[src/rtl/pipe_ctrl_pkg.sv]
// Shared definitions for the pipelined-datapath controller: opcodes, functs,
// ALU codes, forward-select encodings and the decoded control bundle.
package pipe_ctrl_pkg;

  localparam logic [5:0] OP_RTYPE = 6'b000000;
  localparam logic [5:0] OP_LW    = 6'b100011;
  localparam logic [5:0] OP_SW    = 6'b101011;
  localparam logic [5:0] OP_BEQ   = 6'b000100;
  localparam logic [5:0] OP_ADDI  = 6'b001000;

  localparam logic [5:0] FUNCT_ADD = 6'b100000;
  localparam logic [5:0] FUNCT_SUB = 6'b100010;
  localparam logic [5:0] FUNCT_AND = 6'b100100;
  localparam logic [5:0] FUNCT_OR  = 6'b100101;
  localparam logic [5:0] FUNCT_SLT = 6'b101010;

  localparam logic [2:0] ALU_AND = 3'b000;
  localparam logic [2:0] ALU_OR  = 3'b001;
  localparam logic [2:0] ALU_ADD = 3'b010;
  localparam logic [2:0] ALU_SUB = 3'b110;
  localparam logic [2:0] ALU_SLT = 3'b111;

  typedef enum logic [1:0] {
    FWD_RF  = 2'b00,
    FWD_WB  = 2'b01,
    FWD_MEM = 2'b10
  } fwd_sel_e;

  typedef struct packed {
    logic       regwrite;
    logic       memtoreg;
    logic       memwrite;
    logic       branch;
    logic       alusrc;
    logic       regdst;
    logic [2:0] alucontrol;
  } ctrl_t;

  localparam ctrl_t CTRL_NOP = '0;

  // Register 0 is hard-wired to zero, so a match on it is never a real dependency.
  function automatic logic regMatch(input logic [4:0] src, input logic [4:0] dst,
                                    input logic en);
    return en && (src != 5'd0) && (src == dst);
  endfunction

  function automatic logic [1:0] fwdSelect(input logic [4:0] src,
                                           input logic [4:0] dstM, input logic enM,
                                           input logic [4:0] dstW, input logic enW);
    if (regMatch(src, dstM, enM)) return FWD_MEM;
    if (regMatch(src, dstW, enW)) return FWD_WB;
    return FWD_RF;
  endfunction

endpackage

[src/rtl/ctrl_decoder.sv]
// Combinational D-stage decoder: op/funct -> control bundle.
// Unknown opcodes and unknown R-type functs decode to an all-zero NOP bundle.
module ctrl_decoder
  import pipe_ctrl_pkg::*;
(
  input  logic [5:0] i_op,
  input  logic [5:0] i_funct,
  output ctrl_t      o_ctrl
);

  always_comb begin
    o_ctrl = CTRL_NOP;
    case (i_op)
      OP_RTYPE: begin
        o_ctrl.regwrite = 1'b1;
        o_ctrl.regdst   = 1'b1;
        case (i_funct)
          FUNCT_ADD: o_ctrl.alucontrol = ALU_ADD;
          FUNCT_SUB: o_ctrl.alucontrol = ALU_SUB;
          FUNCT_AND: o_ctrl.alucontrol = ALU_AND;
          FUNCT_OR:  o_ctrl.alucontrol = ALU_OR;
          FUNCT_SLT: o_ctrl.alucontrol = ALU_SLT;
          default:   o_ctrl = CTRL_NOP;
        endcase
      end
      OP_LW: begin
        o_ctrl.regwrite   = 1'b1;
        o_ctrl.alusrc     = 1'b1;
        o_ctrl.memtoreg   = 1'b1;
        o_ctrl.alucontrol = ALU_ADD;
      end
      OP_SW: begin
        o_ctrl.alusrc     = 1'b1;
        o_ctrl.memwrite   = 1'b1;
        o_ctrl.alucontrol = ALU_ADD;
      end
      OP_BEQ: begin
        o_ctrl.branch     = 1'b1;
        o_ctrl.alucontrol = ALU_SUB;
      end
      OP_ADDI: begin
        o_ctrl.regwrite   = 1'b1;
        o_ctrl.alusrc     = 1'b1;
        o_ctrl.alucontrol = ALU_ADD;
      end
      default: o_ctrl = CTRL_NOP;
    endcase
  end

endmodule

[src/rtl/pipe_controller.sv]
// Control and hazard unit for the 5-stage F/D/E/M/W pipeline.
// Define PIPE_CTRL_PERF_EN to add the stall_cnt / taken_cnt performance counters.
module pipe_controller
  import pipe_ctrl_pkg::*;
#(
  parameter int CNT_W = 32
)
(
  input  logic             clk,
  input  logic             reset,
  input  logic [5:0]       op,
  input  logic [5:0]       funct,
  input  logic             equalD,
  input  logic [4:0]       rsD,
  input  logic [4:0]       rtD,
  input  logic [4:0]       rsE,
  input  logic [4:0]       rtE,
  input  logic [4:0]       writeregE,
  input  logic [4:0]       writeregM,
  input  logic [4:0]       writeregW,
  output logic             pcsrcD,
  output logic             regdstE,
  output logic             alusrcE,
  output logic [2:0]       alucontrolE,
  output logic             memwriteM,
  output logic             memtoregW,
  output logic             regwriteW,
  output logic             stallF,
  output logic             stallD,
  output logic             flushE,
  output logic             forwardAD,
  output logic             forwardBD,
  output logic [1:0]       forwardAE,
  output logic [1:0]       forwardBE
`ifdef PIPE_CTRL_PERF_EN
  ,
  output logic [CNT_W-1:0] stall_cnt,
  output logic [CNT_W-1:0] taken_cnt
`endif
);

  ctrl_t      w_ctrlD;
  logic       w_lwStall;
  logic       w_brStall;
  logic       w_stall;

  logic       r_regwriteE;
  logic       r_memtoregE;
  logic       r_memwriteE;
  logic       r_alusrcE;
  logic       r_regdstE;
  logic [2:0] r_alucontrolE;
  logic       r_regwriteM;
  logic       r_memtoregM;
  logic       r_memwriteM;
  logic       r_regwriteW;
  logic       r_memtoregW;

  ctrl_decoder u_decoder (
    .i_op    (op),
    .i_funct (funct),
    .o_ctrl  (w_ctrlD)
  );

  // Only the bits still needed downstream are carried past each stage.
  always_ff @(posedge clk or negedge reset) begin
    if (!reset) begin
      r_regwriteE   <= 1'b0;
      r_memtoregE   <= 1'b0;
      r_memwriteE   <= 1'b0;
      r_alusrcE     <= 1'b0;
      r_regdstE     <= 1'b0;
      r_alucontrolE <= 3'b000;
      r_regwriteM   <= 1'b0;
      r_memtoregM   <= 1'b0;
      r_memwriteM   <= 1'b0;
      r_regwriteW   <= 1'b0;
      r_memtoregW   <= 1'b0;
    end else begin
      r_regwriteE   <= w_stall ? 1'b0   : w_ctrlD.regwrite;
      r_memtoregE   <= w_stall ? 1'b0   : w_ctrlD.memtoreg;
      r_memwriteE   <= w_stall ? 1'b0   : w_ctrlD.memwrite;
      r_alusrcE     <= w_stall ? 1'b0   : w_ctrlD.alusrc;
      r_regdstE     <= w_stall ? 1'b0   : w_ctrlD.regdst;
      r_alucontrolE <= w_stall ? 3'b000 : w_ctrlD.alucontrol;
      r_regwriteM   <= r_regwriteE;
      r_memtoregM   <= r_memtoregE;
      r_memwriteM   <= r_memwriteE;
      r_regwriteW   <= r_regwriteM;
      r_memtoregW   <= r_memtoregM;
    end
  end

  // lwstall deliberately compares register 0 too; the branch stall waits for
  // any producer still in E, or a load still in M, feeding the comparator.
  assign w_lwStall = r_memtoregE && ((rsD == rtE) || (rtD == rtE));
  assign w_brStall = w_ctrlD.branch &&
                     ((r_regwriteE && ((writeregE == rsD) || (writeregE == rtD))) ||
                      (r_memtoregM && ((writeregM == rsD) || (writeregM == rtD))));
  assign w_stall   = w_lwStall || w_brStall;

  assign stallF      = w_stall;
  assign stallD      = w_stall;
  assign flushE      = w_stall;
  assign pcsrcD      = w_ctrlD.branch && equalD && !w_stall;

  assign forwardAD   = regMatch(rsD, writeregM, r_regwriteM);
  assign forwardBD   = regMatch(rtD, writeregM, r_regwriteM);
  assign forwardAE   = fwdSelect(rsE, writeregM, r_regwriteM, writeregW, r_regwriteW);
  assign forwardBE   = fwdSelect(rtE, writeregM, r_regwriteM, writeregW, r_regwriteW);

  assign regdstE     = r_regdstE;
  assign alusrcE     = r_alusrcE;
  assign alucontrolE = r_alucontrolE;
  assign memwriteM   = r_memwriteM;
  assign memtoregW   = r_memtoregW;
  assign regwriteW   = r_regwriteW;

`ifdef PIPE_CTRL_PERF_EN
  always_ff @(posedge clk or negedge reset) begin
    if (!reset) begin
      stall_cnt <= '0;
      taken_cnt <= '0;
    end else begin
      if (w_stall) stall_cnt <= stall_cnt + CNT_W'(1);
      if (pcsrcD)  taken_cnt <= taken_cnt + CNT_W'(1);
    end
  end
`endif

endmodule

[config.mk]
export PLATFORM = sky130hd
export DESIGN_NAME = pipe_controller
export DESIGN_NICKNAME = d
export VERILOG_FILES = /design/src/rtl/pipe_ctrl_pkg.sv /design/src/rtl/ctrl_decoder.sv /design/src/rtl/pipe_controller.sv
export SDC_FILE = /design/constraint.sdc
export NUM_CORES = 1
export LEC_CHECK = 0
export ABC_AREA = 1
export CAP_MARGIN = 20
export CORE_UTILIZATION = 44
export DETAILED_ROUTE_END_ITERATION = 10
export PLACE_DENSITY = 0.86
export SYNTH_ARGS = -nofsm -noshare
export SYNTH_HDL_FRONTEND = slang
export SYNTH_SLANG_ARGS = --single-unit
[constraint.sdc]
create_clock -name clk -period 3.6 [get_ports clk]
set_clock_uncertainty 0.1 [all_clocks]
set_input_delay 0.36 -clock clk [delete_from_list [all_inputs] [get_ports clk]]
set_output_delay 0.36 -clock clk [all_outputs]
set_load 0.02 [all_outputs]
# Word-level counts from Yosys, hierarchy flattened
# Cells that the tools add are included.
# W data, S select, Z words.
[op_classes] eq_ne=21 muxes=29 n_reduce_logical=32
[op_table] op="$eq A5 B5 Y1" count=12
[op_table] op="$eq A6 B6 Y1 const B" count=7
[op_table] op="$reduce_bool A5 Y1" count=4
[op_table] op="$logic_and A1 B1 Y1" count=18
[op_table] op="$mux W2" count=8
[op_table] op="$mux W1" count=12
[op_table] op="$pmux W3 S4" count=1
[op_table] op="$pmux W1 S2" count=5
[op_table] op="$pmux W3 S3" count=1
[op_table] op="$eq A6 B3 Y1 const B" count=1
[op_table] op="$eq A6 B4 Y1 const B" count=1
[op_table] op="$logic_not A6 Y1" count=1
[op_table] op="$mux W6" count=1
[op_table] op="$logic_or A1 B1 Y1" count=5
[op_table] op="$reduce_or A5 Y1" count=1
[op_table] op="$mux W3" count=1
[op_table] op="$reduce_or A3 Y1" count=1
[op_table] op="$reduce_or A2 Y1" count=1
[op_table] op="$logic_not A1 Y1" count=1
[totals] reg_bits=13 output_inout_bits=18 elab_cells=93 inputBits=50

# Longest topological paths before layout
# Gate-level depths: netlist of run 1.
[logic_depth] depth_word=8 ltp_mapped=11 ltp_nobuf=11

# Cells and area by module
# From an unflattened synthesis of run 1, not the netlist that was laid out.
[unflattened] cells_unflattened=247 hier_area_um2=1468.9
[modules_own_cells] module="pipe_controller" cells_each=198 n_inst=1 area_each_um2=1228.7 seq_area_each_um2=325.3
[modules_own_cells] module="ctrl_decoder" cells_each=49 n_inst=1 area_each_um2=240.2 seq_area_each_um2=0.0

# Least setup slack after synthesis of run 1
# OpenSTA, ideal clock, no wires.
[synth_timing] path_kind="input port to output port" from="input rtE[4]" to="output forwardBE[0]" cell_stages=5 n_path_buf=1 arrival_time_ns=1.487 path_slack_ns=1.653 required_ns=3.140 cell_sequence="clkbuf_2 xnor2_1 o211ai_1 nor4_2 nor2_1"
[synth_between] elab_chain_len=7 word_cells_on_any_way=13
[synth_rtl] item="start: declaration" line_no="pipe_controller.sv:17" rtl="input logic [4:0] rtE,"
[synth_rtl] item="$reduce_bool A5 Y1" line_no="pipe_ctrl_pkg.sv:44" rtl="return en && (src != 5'd0) && (src == dst);"
[synth_rtl] item="$logic_and A1 B1 Y1 (2 in a row)" line_no="pipe_ctrl_pkg.sv:44"
[synth_rtl] item="$mux W1 (2 in a row)" line_no="pipe_ctrl_pkg.sv:51" rtl="if (regMatch(src, dstW, enW)) return FWD_WB;"
[synth_rtl] item="$mux W2" line_no="pipe_ctrl_pkg.sv:52" rtl="return FWD_RF;"
[synth_rtl] item="$mux W2 *" line_no="pipe_ctrl_pkg.sv:51"
[synth_rtl] item="end: declaration" line_no="pipe_controller.sv:34" rtl="output logic [1:0] forwardBE"
# Mark *: on every way between the ends. The rest lies on a longest branch, timed or not. The select of a mux whose other input is x is not followed.

# Final worst setup path of run 1
[layout_timing] from="input rtD[1]" to="output stallD"
[layout_between] elab_chain_len=6 word_cells_on_any_way=12
[layout_rtl] item="start: declaration" line_no="pipe_controller.sv:15" rtl="input logic [4:0] rtD,"
[layout_rtl] item="$eq A5 B5 Y1, on equally long branches" line_no="pipe_controller.sv:98, pipe_controller.sv:99"
[layout_rtl] item="$logic_or A1 B1 Y1, on equally long branches" line_no="pipe_controller.sv:98, pipe_controller.sv:99"
[layout_rtl] item="$logic_and A1 B1 Y1, on equally long branches" line_no="pipe_controller.sv:98, pipe_controller.sv:99"
[layout_rtl] item="$logic_or A1 B1 Y1" line_no="pipe_controller.sv:98" rtl="((r_regwriteE && ((writeregE == rsD) || (writeregE == rtD))) ||"
[layout_rtl] item="$logic_and A1 B1 Y1" line_no="pipe_controller.sv:97" rtl="assign w_brStall = w_ctrlD.branch &&"
[layout_rtl] item="$logic_or A1 B1 Y1 *" line_no="pipe_controller.sv:100" rtl="assign w_stall = w_lwStall || w_brStall;"
[layout_rtl] item="end: declaration" line_no="pipe_controller.sv:29" rtl="output logic stallD,"
# Mark *: on every way between the ends. The rest lies on a longest branch, timed or not.

==> results of run 1 <==
==> metrics by stage <==
step / util [%] / hold slack, ps / area, µm²
6_report: 72.6 / 254 / 2070
3_5_place_dp: 71.7 / 242 / 2050
5_1_grt: 72.6 / 280 / 2070
4_1_cts: 72.6 / 258 / 2070
2_1_floorplan: - / -35.6 / 1380
3_3_place_gp: 71.7 / 235 / 2050
==> cells in the mapped netlist (all sizes together) <==
cell type / count
nand2: 75
inv: 38
nor2: 31
nand3: 15
dfrtp: 13
xnor2: 12
nor3: 11
xor2: 8
a21oi: 5
o22ai: 5
clkbuf: 4
buf: 3
nand4: 3
nor4: 2
o2111ai: 2
a211oi: 1
a311oi: 1
o211ai: 1
o21ai: 1
or2: 1
==> logic make-up after synthesis <==
family,synth area share [%]
XOR/XNOR,12.7
flip-flops,23.6
AND/OR/NAND/NOR,42.6
buffers and inverters,13.3
AO/OA/AOI/OAI,7.73
==> routing by layer <==
metal  up-vias  global-route usage, %
met4         0                   3.74
met3         3                   3.35
met2        60                   39.7
met1       702                   31.8
met5         -                      0
li1        854                      -
==> critical path, cell delays in order <==
cell             delay (ps)
clkdlybuf4s50_1         590
inv_1                   100
nand2_1                  70
nand2_1                  50
nor2_1                  130
nand3_1                 110
nand2_1                  90
nand2_1                  50
nand2_1                  60
nand2_2                  60
nand2_4                 140
clkdlybuf4s50_1         630
==> final timing paths <==
kind	slack (ps)	cells after the start	start	to
max	700	12	rtD[1]	stallD
min	250	0	r_memwriteE$_DFF_PN0_	memwriteM$_DFF_PN0_
max reg2reg	2620	5	r_regwriteE$_DFF_PN0_	alucontrolE[2]$_DFF_PN0_
min reg2reg	250	0	r_memwriteE$_DFF_PN0_	memwriteM$_DFF_PN0_
max in group asynchronous	2720	1	reset	alucontrolE[2]$_DFF_PN0_
min in group asynchronous	330	1	reset	alusrcE$_DFF_PN0_
==> final cells by class <==
cell class	count	area, µm²
fillers	243	781
flip-flops and latches	13	325
multi-input cells	174	868
repair buffers	67	671
well taps	31	38.8
clock buffers	4	26.3
inverters	38	143
==> power by group through the flow <==
stage | clock (µW) | sequential (µW) | combinational, µW
floorplan | 0 | 153 | 70.9
global placement | 0 | 152 | 156
detailed placement | 0 | 152 | 157
CTS | 89.6 | 149 | 158
global route | 98.2 | 149 | 176
finish | 85.2 | 149 | 159
==> flow_summary.toml, run 1 <==
[global_routing]
grt_max_degree = 14
grt_first_pass_wirelength_mm = 6.30
overflow = 0
grt_pass1_vias = 1462
antenna_found_initial = 0
track_usage_pct = 23.3

[power]
clock_power_share_pct = 21.7
combPwrFrac_pct = 40.4
p_sw_share_pct = 30.3
p_int_uw = 274
total_power_uw = 393
power_density_nw_per_um2 = 190
power_frac_seq_pct = 38.0
p_sw_uw = 119
ir_drop_mv = 0.118
p_leak_uw = 0.00102

[timing]
fin_crit_ps = 2900
hold_viol_final = 0
min_period_over_period_pct = 80.5
maxSlewViolCount = 0
setup_tns_ps = 0
final-setup-viol-count = 0
fmax_mhz = 345
layout_setup_ws_ps = 700
slew_headroom_pct = 64.5
worstMarginPinSlew_ps = 531
rsz0062_at_grt = "no"

[critical_path]
path_max_fanout = 12
critPathArrivalTime_ps = 2440
setup.worst_path.end_class = "output pin"
critPathKind = "primary input to output pin"
cp.required_ps = 3140
cp-start-kind = "primary input"

[cells_and_area]
largest_register_ffs = 3
area_growth_pct = 50.5
antenna_cells = 0
final_cell_mix = "73 x nand2_1, 67 x clkdlybuf4s50_1, 36 x inv_1"
final_common_cell = "nand2_1"
drive_above_1_share_pct = 3.72
fin_nets = 347
final_cells = 327

[floorplanning]
start_util_pct = 48.2
core_um2 = 2850
dieHeight_um = 57.9
fp.dieW_um = 57.9
rows = 19
ioPinCount = 68
fp.dieArea_um2 = 3360

[yosys]
synthTopCellsByArea = "dfrtp_1 24%, nand2_1 20%, inv_1 9.8%"
synth_area_um2 = 1380
avgSynthCellArea_um2 = 5.93
synthDistinctLibCells = 27
synth-seq-area-share_pct = 23.6
yosysTopAreaCell = "dfrtp_1"
yosys_warnings = 0
synth.net_count = 282
synth_top_area_share_pct = 23.6
ys_ff_latch = 13
netlist_instances = 232

[place]
dp_cells = 323
io_buffers = 67
place.gp.congestion = 0.926
dp_hpwl_mm = 3.08
pre_cts_slack_ps = 700

[run_status]
violations = "design-rule violations"
status = "finished with violations"

[clock_network]
clockBufferDepth = 2
cts-htree-levels = 1
cts_root_buffer = "clkbuf_4"
cts.sinks = 13
post_cts_buffers = 0
cts_inserted_buffers = 3
holdBufCountCts = 0
cts_resized = 0
clkTransAtPathRegs_ps = 70
clock_latency_ps = 270
cts_tree = "yes"

[job]
maxCapViolCount = 0

[detailed_routing]
drt_iter0_markers = 90
via_per_inst = 4.95
vias = 1619
wl_met1_mm = 1.71
post_drt_wl_per_cell_um = 11.2
ant_nets = 0
wl_met2_mm = 1.69
routed_wl_mm = 3.66
drcViolationCount = 6
routed.top_layer = "met4"
route.met3.wl_um = 243
drtPass1Iterations = 7

[hold_path]
hold_path_class = "register to register"
Note: power is estimated with default switching activity, not from simulation.
==> run 2: changes to the inputs <==
--- a/config.mk
+++ b/config.mk
@@ -7,9 +7,9 @@
 export LEC_CHECK = 0
 export ABC_AREA = 1
 export CAP_MARGIN = 20
-export CORE_UTILIZATION = 44
+export CORE_UTILIZATION = 41
 export DETAILED_ROUTE_END_ITERATION = 10
-export PLACE_DENSITY = 0.86
+export PLACE_DENSITY = 0.81
 export SYNTH_ARGS = -nofsm -noshare
 export SYNTH_HDL_FRONTEND = slang
 export SYNTH_SLANG_ARGS = --single-unit
==> constraint.sdc (replaced) <==
create_clock -name clk -period 2.86 [get_ports clk]
set_clock_uncertainty 0.1 [all_clocks]
set_input_delay 0.286 -clock clk [delete_from_list [all_inputs] [get_ports clk]]
set_output_delay 0.286 -clock clk [all_outputs]
set_load 0.02 [all_outputs]
==> flow_summary.toml, run 2 (synthesized netlist as in run 1, its figures left out) <==
[timing]
slew_headroom_pct = 64.4
whs_ps = 254
hold_viol_final = 0
setup_tns_ps = 0
maxSlewViolCount = 0
worstMarginPinSlew_ps = 533
fmax_mhz = 381
rsz0062_at_grt = "no"
final-setup-viol-count = 0
fin_crit_ps = 2630
min_period_over_period_pct = 91.9

[floorplanning]
dieHeight_um = 59.9
start_util_pct = 44.0
fp.dieW_um = 59.9
core_um2 = 3130
fp.dieArea_um2 = 3590
rows = 20
ioPinCount = 68

[detailed_routing]
drcViolationCount = 0
via_per_inst = 4.80
post_drt_wl_per_cell_um = 11.2
routed_wl_mm = 3.80
drtPass1Iterations = 4
vias = 1632
drt_iter0_markers = 41
ant_nets = 0

[cells_and_area]
fin_nets = 347
area_growth_pct = 52.5
antenna_cells = 0
largest_register_ffs = 3
final_common_cell = "nand2_1"
final_cell_mix = "73 x nand2_1, 63 x clkdlybuf4s50_1, 36 x inv_1"
drive_above_1_share_pct = 4.05

[critical_path]
path_max_fanout = 5
setup.worst_path.end_class = "output pin"
cp.required_ps = 2470
critPathKind = "primary input to output pin"
critPathArrivalTime_ps = 2240
cp-start-kind = "primary input"
reg2reg_depth = 5

[place]
dp_hpwl_mm = 3.22
place.gp.congestion = 0.902
io_buffers = 67

[clock_network]
clkTransAtPathRegs_ps = 70
cts_root_buffer = "clkbuf_4"
cts_tree = "yes"
clockBufferDepth = 2
holdBufCountCts = 0
cts-htree-levels = 1
cts_resized = 0
cts_inserted_buffers = 3
cts.sinks = 13
clock_latency_ps = 270
post_cts_buffers = 0

[global_routing]
grt_pass1_vias = 1431
track_usage_pct = 22.1
overflow = 0
antenna_found_initial = 0
grt_max_degree = 14
grt_first_pass_wirelength_mm = 6.16

[power]
total_power_uw = 493
ir_drop_mv = 0.142
p_leak_uw = 0.00110
power_density_nw_per_um2 = 235

[hold_path]
min_path_cells = 0
hold_path_class = "register to register"

[job]
maxCapViolCount = 0

[run_status]
status = "completed"
==> run 2: changes by cell type in the layout (fill, tap and decap cells not counted), sizes merged <==
cell           change
clkdlybuf4s50      -4
dlymetal6s2s       +4
clkbuf             -1
clkinv             +1
==> run 2: cell type report <==
| type | count | area (µm²) |
|---|---|---|
| well taps | 44 | 55.1 |
| inverters | 38 | 143 |
| multi-input cells | 174 | 868 |
| flip-flops and latches | 13 | 325 |
| clock inverters | 1 | 5.00 |
| fillers | 301 | 1030 |
| clock buffers | 3 | 22.5 |
| repair buffers | 67 | 681 |
==> run 2: power breakdown <==
part           total (µW)  switching, µW  leakage (µW)  internal (µW)
Sequential            188           1.39      0.000180            186
Combinational         201           96.5      0.000904            104
Clock                 105           53.3     0.0000177           51.7
==> run 2: critical path, stage by stage <==
cell and delay [ps]:
clkdlybuf4s50_1 590, inv_1 120, nand2_1 70, nand2_1 50
nor2_1 120, nand3_1 120, a211oi_1 230, clkdlybuf4s50_1 650
==> run 2: metrics by stage <==
stage | cell area, µm² | cells | utilization [%] | setup slack (ps)
floorplan | 1380 | 232 | - | 1060
finish | 2100 | 340 | 67.1 | 233
global placement | 2060 | 336 | 65.9 | 106
detailed placement | 2060 | 336 | 65.9 | 83.9
global route | 2100 | 340 | 67.1 | 102
CTS | 2090 | 340 | 66.8 | 83.6
==> run 2: worst paths after layout <==
check	from	endpoint	slack [ps]
worst min-delay path	r_memwriteE$_DFF_PN0_	memwriteM$_DFF_PN0_	250
worst min register to register	r_memwriteE$_DFF_PN0_	memwriteM$_DFF_PN0_	250
min in group asynchronous	reset	alucontrolE[1]$_DFF_PN0_	270
worst max register to register	r_memtoregM$_DFF_PN0_	r_memwriteE$_DFF_PN0_	1860
max in group asynchronous	reset	r_memwriteE$_DFF_PN0_	2040
worst max-delay path	rtD[1]	forwardBD	230
==> run 2: layer usage <==
metal / vias to the layer above / track usage (%) / share of wire, %
li1: 855 / - / -
met1: 722 / 30.8 / 48
met4: 0 / 0.997 / 0
met5: - / 0 / 0
met2: 55 / 37.9 / 46
met3: 0 / 3.25 / 6.1
==> run 3: changes to the inputs <==
--- a/config.mk
+++ b/config.mk
@@ -10,6 +10,7 @@
 export CORE_UTILIZATION = 41
 export DETAILED_ROUTE_END_ITERATION = 10
 export PLACE_DENSITY = 0.81
+export SETUP_SLACK_MARGIN = 0.02
 export SYNTH_ARGS = -nofsm -noshare
 export SYNTH_HDL_FRONTEND = slang
 export SYNTH_SLANG_ARGS = --single-unit
==> results of run 3 <==
No change in the layout: final DEF, timing and power equal those of run 2.
